`src/rtl/odd_pipe_wb_align.sv`:
```
// odd_pipe_wb_align: result-alignment and forwarding pipeline for the odd pipe.
//
// Each issued instruction walks through DEPTH stages. The result of its
// execution unit is captured when the instruction sits in the stage equal to
// that unit's latency, so every instruction reaches writeback at stage DEPTH
// with its data already aligned.
//
// Ports:
//   clk, rst            clock, asynchronous active-high reset
//   issue_*             instruction issued this cycle (unit, RT write enable, RT address)
//   br/perm/ls_data     unit results for the instruction in stage BR/PERM/LS_LAT
//   flush               mispredicted branch in stage BR_LAT; kills younger work
//   fwd_valid/addr/data per-stage forwarding taps (stage k at bit/slice k-1)
//   wb_en/addr/data     register-file write port (stage DEPTH)
//   inflight            number of valid stages
module odd_pipe_wb_align #(
   parameter int unsigned REG_ADDR_WD = 7,
   parameter int unsigned REG_DATA_WD = 128,
   parameter int unsigned DEPTH       = 7,
   parameter int unsigned BR_LAT      = 1,
   parameter int unsigned PERM_LAT    = 3,
   parameter int unsigned LS_LAT      = 6
) (
   input  logic                           clk,
   input  logic                           rst,
   input  logic                           issue_valid,
   input  logic [1:0]                     issue_unit,
   input  logic                           issue_wr_en,
   input  logic [REG_ADDR_WD-1:0]         issue_rt_addr,
   input  logic [REG_DATA_WD-1:0]         br_data,
   input  logic [REG_DATA_WD-1:0]         perm_data,
   input  logic [REG_DATA_WD-1:0]         ls_data,
   input  logic                           flush,
   output logic [DEPTH-1:0]               fwd_valid,
   output logic [DEPTH*REG_ADDR_WD-1:0]   fwd_addr,
   output logic [DEPTH*REG_DATA_WD-1:0]   fwd_data,
   output logic                           wb_en,
   output logic [REG_ADDR_WD-1:0]         wb_addr,
   output logic [REG_DATA_WD-1:0]         wb_data,
   output logic [4:0]                     inflight
);

   localparam logic [1:0] UNIT_PERM = 2'd0;
   localparam logic [1:0] UNIT_LS   = 2'd1;
   localparam logic [1:0] UNIT_BR   = 2'd2;
   localparam logic [1:0] UNIT_NONE = 2'd3;

   // Array index i holds pipe stage i+1.
   logic                   valid_q [DEPTH];
   logic                   valid_d [DEPTH];
   logic [1:0]             unit_q  [DEPTH];
   logic [1:0]             unit_d  [DEPTH];
   logic                   wr_en_q [DEPTH];
   logic                   wr_en_d [DEPTH];
   logic [REG_ADDR_WD-1:0] addr_q  [DEPTH];
   logic [REG_ADDR_WD-1:0] addr_d  [DEPTH];
   logic                   done_q  [DEPTH];
   logic                   done_d  [DEPTH];
   logic [REG_DATA_WD-1:0] data_q  [DEPTH];
   logic [REG_DATA_WD-1:0] data_d  [DEPTH];
   logic [4:0]             inflight_q;
   logic [4:0]             inflight_d;

   // Stage in which a unit's result arrives; 0 never matches a stage.
   function automatic int unsigned unit_lat(input logic [1:0] unit);
      case (unit)
         UNIT_PERM: return PERM_LAT;
         UNIT_LS:   return LS_LAT;
         UNIT_BR:   return BR_LAT;
         default:   return 0;
      endcase
   endfunction

   logic                   capture;
   logic [REG_DATA_WD-1:0] cap_data;
   logic [4:0]             cnt;

   always_comb begin
      for (int unsigned i = 0; i < DEPTH; i++) begin
         valid_d[i] = 1'b0;
         unit_d[i]  = '0;
         wr_en_d[i] = 1'b0;
         addr_d[i]  = '0;
         done_d[i]  = 1'b0;
         data_d[i]  = '0;
      end
      capture  = 1'b0;
      cap_data = '0;
      cnt      = '0;

      // Stage 1: new issue, suppressed by a same-cycle flush.
      if (issue_valid && !flush) begin
         valid_d[0] = 1'b1;
         unit_d[0]  = issue_unit;
         wr_en_d[0] = issue_wr_en && (issue_unit != UNIT_NONE);
         addr_d[0]  = issue_rt_addr;
         done_d[0]  = (issue_unit == UNIT_NONE);
      end

      // Stage i+1 takes stage i; stages younger than the branch are flushed.
      for (int unsigned i = 1; i < DEPTH; i++) begin
         valid_d[i] = valid_q[i-1] && !(flush && (i < BR_LAT));
         unit_d[i]  = unit_q[i-1];
         wr_en_d[i] = wr_en_q[i-1];
         addr_d[i]  = addr_q[i-1];
         capture    = valid_q[i-1] && !done_q[i-1] && (unit_lat(unit_q[i-1]) == i);
         case (unit_q[i-1])
            UNIT_PERM: cap_data = perm_data;
            UNIT_LS:   cap_data = ls_data;
            default:   cap_data = br_data;
         endcase
         done_d[i] = done_q[i-1] || capture;
         data_d[i] = capture ? cap_data : data_q[i-1];
      end

      for (int unsigned i = 0; i < DEPTH; i++) begin
         cnt = cnt + {4'b0, valid_d[i]};
      end
      inflight_d = cnt;
   end

   always_ff @(posedge clk or posedge rst) begin
      if (rst) begin
         for (int unsigned i = 0; i < DEPTH; i++) begin
            valid_q[i] <= 1'b0;
            unit_q[i]  <= '0;
            wr_en_q[i] <= 1'b0;
            addr_q[i]  <= '0;
            done_q[i]  <= 1'b0;
            data_q[i]  <= '0;
         end
         inflight_q <= '0;
      end else begin
         for (int unsigned i = 0; i < DEPTH; i++) begin
            valid_q[i] <= valid_d[i];
            unit_q[i]  <= unit_d[i];
            wr_en_q[i] <= wr_en_d[i];
            addr_q[i]  <= addr_d[i];
            done_q[i]  <= done_d[i];
            data_q[i]  <= data_d[i];
         end
         inflight_q <= inflight_d;
      end
   end

   always_comb begin
      fwd_valid = '0;
      fwd_addr  = '0;
      fwd_data  = '0;
      for (int unsigned i = 0; i < DEPTH; i++) begin
         fwd_valid[i]                            = valid_q[i] && wr_en_q[i] && done_q[i];
         fwd_addr[i*REG_ADDR_WD +: REG_ADDR_WD]  = addr_q[i];
         fwd_data[i*REG_DATA_WD +: REG_DATA_WD]  = data_q[i];
      end
      wb_en    = fwd_valid[DEPTH-1];
      wb_addr  = addr_q[DEPTH-1];
      wb_data  = data_q[DEPTH-1];
      inflight = inflight_q;
   end

endmodule

```
`config.mk`:
```
export PLATFORM = sky130hd
export DESIGN_NAME = odd_pipe_wb_align
export DESIGN_NICKNAME = d
export VERILOG_FILES = /design/src/rtl/odd_pipe_wb_align.sv
export SDC_FILE = /design/constraint.sdc
export NUM_CORES = 2
export LEC_CHECK = 0
export CORE_AREA = 2 2 589 591
export CTS_CLUSTER_DIAMETER = 50
export DETAILED_ROUTE_END_ITERATION = 7
export DIE_AREA = 0 0 591 593
export PLACE_DENSITY = 0.35
export SLEW_MARGIN = 20
export SYNTH_ARGS = -nofsm -noshare
export SYNTH_HDL_FRONTEND = slang
export SYNTH_SLANG_ARGS = --single-unit
```
`constraint.sdc`:
```
create_clock -name clk -period 30.5 [get_ports clk]
set_input_delay 4.575 -clock clk [delete_from_list [all_inputs] [get_ports clk]]
set_output_delay 4.575 -clock clk [all_outputs]
set_load 0.05 [all_outputs]
```
==> impl_metrics.env <==
export IMPL_comb_power_share_pct=13.2
export IMPL_cts_setup_buffers=0
export IMPL_worstHoldPathCells=0
export IMPL_yosys_area_top_type_share_pct=72.3
export IMPL_clockBufferDepth=4
export IMPL_holdCritStartpoint="unit_d[3]"
export IMPL_cp_startpoint="rst"
export IMPL_yosys_warnings=0
export IMPL_power_switching_w=0.00102
export IMPL_arrival_ns=8.52
export IMPL_wl_per_cell_um=25.5
export IMPL_synth_area_leader_cell="dfrtp_1"
export IMPL_grt_max_degree=136
export IMPL_area_growth_pct=72.2
export IMPL_layout_setup_ws_ns=22.80
export IMPL_cts_sinks=853
export IMPL_crit_fanout=123
export IMPL_status="completed"
export IMPL_vias=18662
export IMPL_setup_violations=0
export IMPL_r2r_cells=4
export IMPL_dp_hpwl_um=166000
export IMPL_h_tree_depth=4
export IMPL_rsz0062_at_grt="no"
export IMPL_p_int_w=0.00244
export IMPL_netlist_area_mm2=0.0295
export IMPL_grt_use_total_pct=10.8
export IMPL_start_util_pct=8.56
export IMPL_slew_violations=0
export IMPL_cts_root_buf="clkbuf_16"
export IMPL_dr_pass1_iters=4
export IMPL_cp_start_kind="input port"
export IMPL_grt_pass1_wl_um=242000
export IMPL_avgViaCountPerCell=2.43
export IMPL_required_ns=31.31
export IMPL_hold_viol_final=0
export IMPL_worst_slew_pin_transition_ns=1.11
export IMPL_yosysUniqueCellTypes=24
export IMPL_drc=0
export IMPL_cts_tree="yes"
export IMPL_drive_gt1_share_pct=17.9
export IMPL_io_pins=1491
export IMPL_path_clk_slew_ns=0.05
export IMPL_hold_end="unit_d[1]"
export IMPL_finalCritPeriodShare_pct=25.3
export IMPL_pre_cts_slack_ns=21.75
export IMPL_die_x_um=591
export IMPL_tns_ns=0
export IMPL_placedCellCount=7366
export IMPL_cp_slowest_cell="buf_4"
export IMPL_cts_buffers=154
export IMPL_fmax_mhz=130
export IMPL_ir_drop_mv=0.0365
export IMPL_max_cap_viol_count=0
export IMPL_sequentialPowerShare_pct=35.1
export IMPL_sw_frac_of_total_pct=29.4
export IMPL_slew_limit_headroom_pct=26.0
export IMPL_antenna_found_initial=116
export IMPL_clockPowerShare_pct=51.7
export IMPL_gp_congestion=0.830
export IMPL_synth_seq_cells=853
export IMPL_fin_skew_ns=0.0545
export IMPL_fin_cells=7674
export IMPL_num_rows=216
export IMPL_port_buffers=1360
export IMPL_die_area_mm2=0.350
export IMPL_p_per_area_mw_per_mm2=68.1
export IMPL_ys_top_cells_by_area="dfrtp_1, mux2_2, buf_4, clkbuf_1, and2_1"
export IMPL_first_global_vias=20334
export IMPL_leakagePower_nw=21.5
export IMPL_cts_hold_buffers=0
export IMPL_critPathTopFamily="buffers and inverters"
export IMPL_r2r_end="wb_data[50]"
export IMPL_avgSynthCellArea_um2=14.6
export IMPL_routed_wl_um=196000
export IMPL_clk_latency_ns=0.82
export IMPL_slowest_delay_ns=0.74
export IMPL_layout_nets=3346
export IMPL_syn_inst=2018
export IMPL_postCtsResizedCells=0
export IMPL_timing_rr_start="done_q[1]"
export IMPL_ant_nets=0
export IMPL_path_class="in -> async"
export IMPL_min_period_ns=7.70
export IMPL_chipHeight_um=593
export IMPL_fill_cells=38360
export IMPL_endpoint_kind="async pin"
export IMPL_path_cells="clkdlybuf4s50_1, inv_8, buf_4, buf_12, buf_4, buf_4"
export IMPL_cp_common_cell="buf_4"
export IMPL_worstPathBufferInverterCount=6
export IMPL_min_path_type="reg -> reg"
export IMPL_overflow=0
export IMPL_drt_iter0_markers=712
export IMPL_core_area_mm2=0.345
export IMPL_yosysSeqAreaShare_pct=72.3
export IMPL_r2r_slack_ns=27.16
## area by class of cell
type	instances	area, um2	area share [%]
diodes	32	80.1	0.158
clock buffers	182	4130	8.13
flip-flops and latches	853	21300	42.0
repair buffers	1379	13800	27.2
clock inverters	94	1200	2.37
well taps	4578	5730	11.3
inverters	9	41.3	0.0813
multi-input cells	547	4470	8.80
## worst reg2reg max path: cells and delay by family, from the launching register on
family        cells  cell delay (ns)
simple gates      1             0.68
flops             1             0.38
buf+inv           2             1.58
mux               1             0.56
## worst max path at each step
| stage | end | slack (ns) | depth (start not counted) |
|---|---|---|---|
| 3_5_place_dp | fwd_data[177] | 21.75 | 6 |
| 2_1_floorplan | done_q[0] | 1.96 | 1 |
| 6_report | fwd_data[692] | 22.80 | 6 |
| 4_1_cts | fwd_data[692] | 22.66 | 6 |
| 5_1_grt | fwd_data[689] | 22.30 | 6 |
| 3_3_place_gp | fwd_data[177] | 21.78 | 6 |
## metrics by stage
stage	utilization (%)	total power (W)	hold slack, ns	instance area (um2)
2_1_floorplan	-	0.00150	0.331	30000
3_3_place_gp	13.2	0.00170	0.335	45400
3_5_place_dp	13.2	0.00170	0.335	45400
4_1_cts	14.7	0.00354	0.343	50700
5_1_grt	14.7	0.00360	0.346	50700
6_report	14.7	0.00346	0.342	50800
## flip-flops by register name, indices dropped and copies added (netlist names)
signal,flops
done_q,7
valid_d,6
wb_data,128
unit_d,12
wr_en_q,1
fwd_addr,42
wr_en_d,6
fwd_data,640
valid_q,1
inflight,3
wb_addr,7
## synth_stat cells
master	instances
dfrtp_1	853
clkbuf_1	397
buf_4	310
mux2_2	256
and2_1	136
buf_6	24
and3_1	9
inv_1	9
fa_1	4
clkbuf_2	3
buf_12	2
buf_2	2
nand2_1	2
a21o_1	1
and4bb_1	1
and4bb_2	1
conb_1	1
nand2b_1	1
nand3b_1	1
nor2_1	1
nor2b_1	1
nor3b_1	1
nor4b_4	1
o21bai_1	1
## logic make-up (layout without fill, tap and decap cells)
kind of cell,count (synthesis),count (layout),synth area share [%]
compound gates,2,2,0.0509
fa+ha+maj,4,4,0.271
buf+inv,747,1664,14.2
flops,853,853,72.3
mux,256,256,9.77
other cells,1,162,0.0127
simple gates,155,155,3.37
## metal layers
layer	vias to the layer above	GRT usage (%)	wire length (um)
met5	-	0	230
met4	34	3.48	6510
met3	332	4.52	20600
met2	1230	17.8	91400
met1	9442	12.6	77300
li1	7624	-	-
## power by group through the flow
stage | clock [W] | sequential, W | combinational [W]
2_1_floorplan | 0 | 0.00134 | 0.000161
6_report | 0.00179 | 0.00121 | 0.000456
3_3_place_gp | 0 | 0.00124 | 0.000467
5_1_grt | 0.00190 | 0.00122 | 0.000475
3_5_place_dp | 0 | 0.00124 | 0.000465
4_1_cts | 0.00186 | 0.00122 | 0.000467
## cells in the final DEF (no fill, tap or decap)
master | netlist | final
mux2_2 | 256 | 256
buf_4 | 310 | 16
clkbuf_1 | 397 | 11
and4bb_4 | 0 | 2
buf_16 | 0 | 1
nand2_1 | 2 | 2
nor3b_1 | 1 | 1
clkinvlp_4 | 0 | 15
dfrtp_1 | 853 | 853
inv_6 | 0 | 24
clkbuf_16 | 0 | 154
a21o_1 | 1 | 1
nand2b_1 | 1 | 1
buf_2 | 2 | 1
clkinv_4 | 0 | 14
clkbuf_8 | 0 | 17
nor4b_4 | 1 | 1
clkdlybuf4s50_1 | 0 | 1358
nand3b_1 | 1 | 1
clkinv_16 | 0 | 2
and3_1 | 9 | 9
and2_1 | 136 | 136
buf_12 | 2 | 3
bufinv_16 | 0 | 17
inv_16 | 0 | 2
inv_1 | 9 | 8
conb_1 | 1 | 130
clkinv_2 | 0 | 15
inv_8 | 0 | 3
nor2b_2 | 0 | 1
fa_1 | 4 | 4
nor2_1 | 1 | 1
o21bai_1 | 1 | 1
clkinv_8 | 0 | 3
diode_2 | 0 | 32
Note: power is estimated with default switching activity, not from simulation.
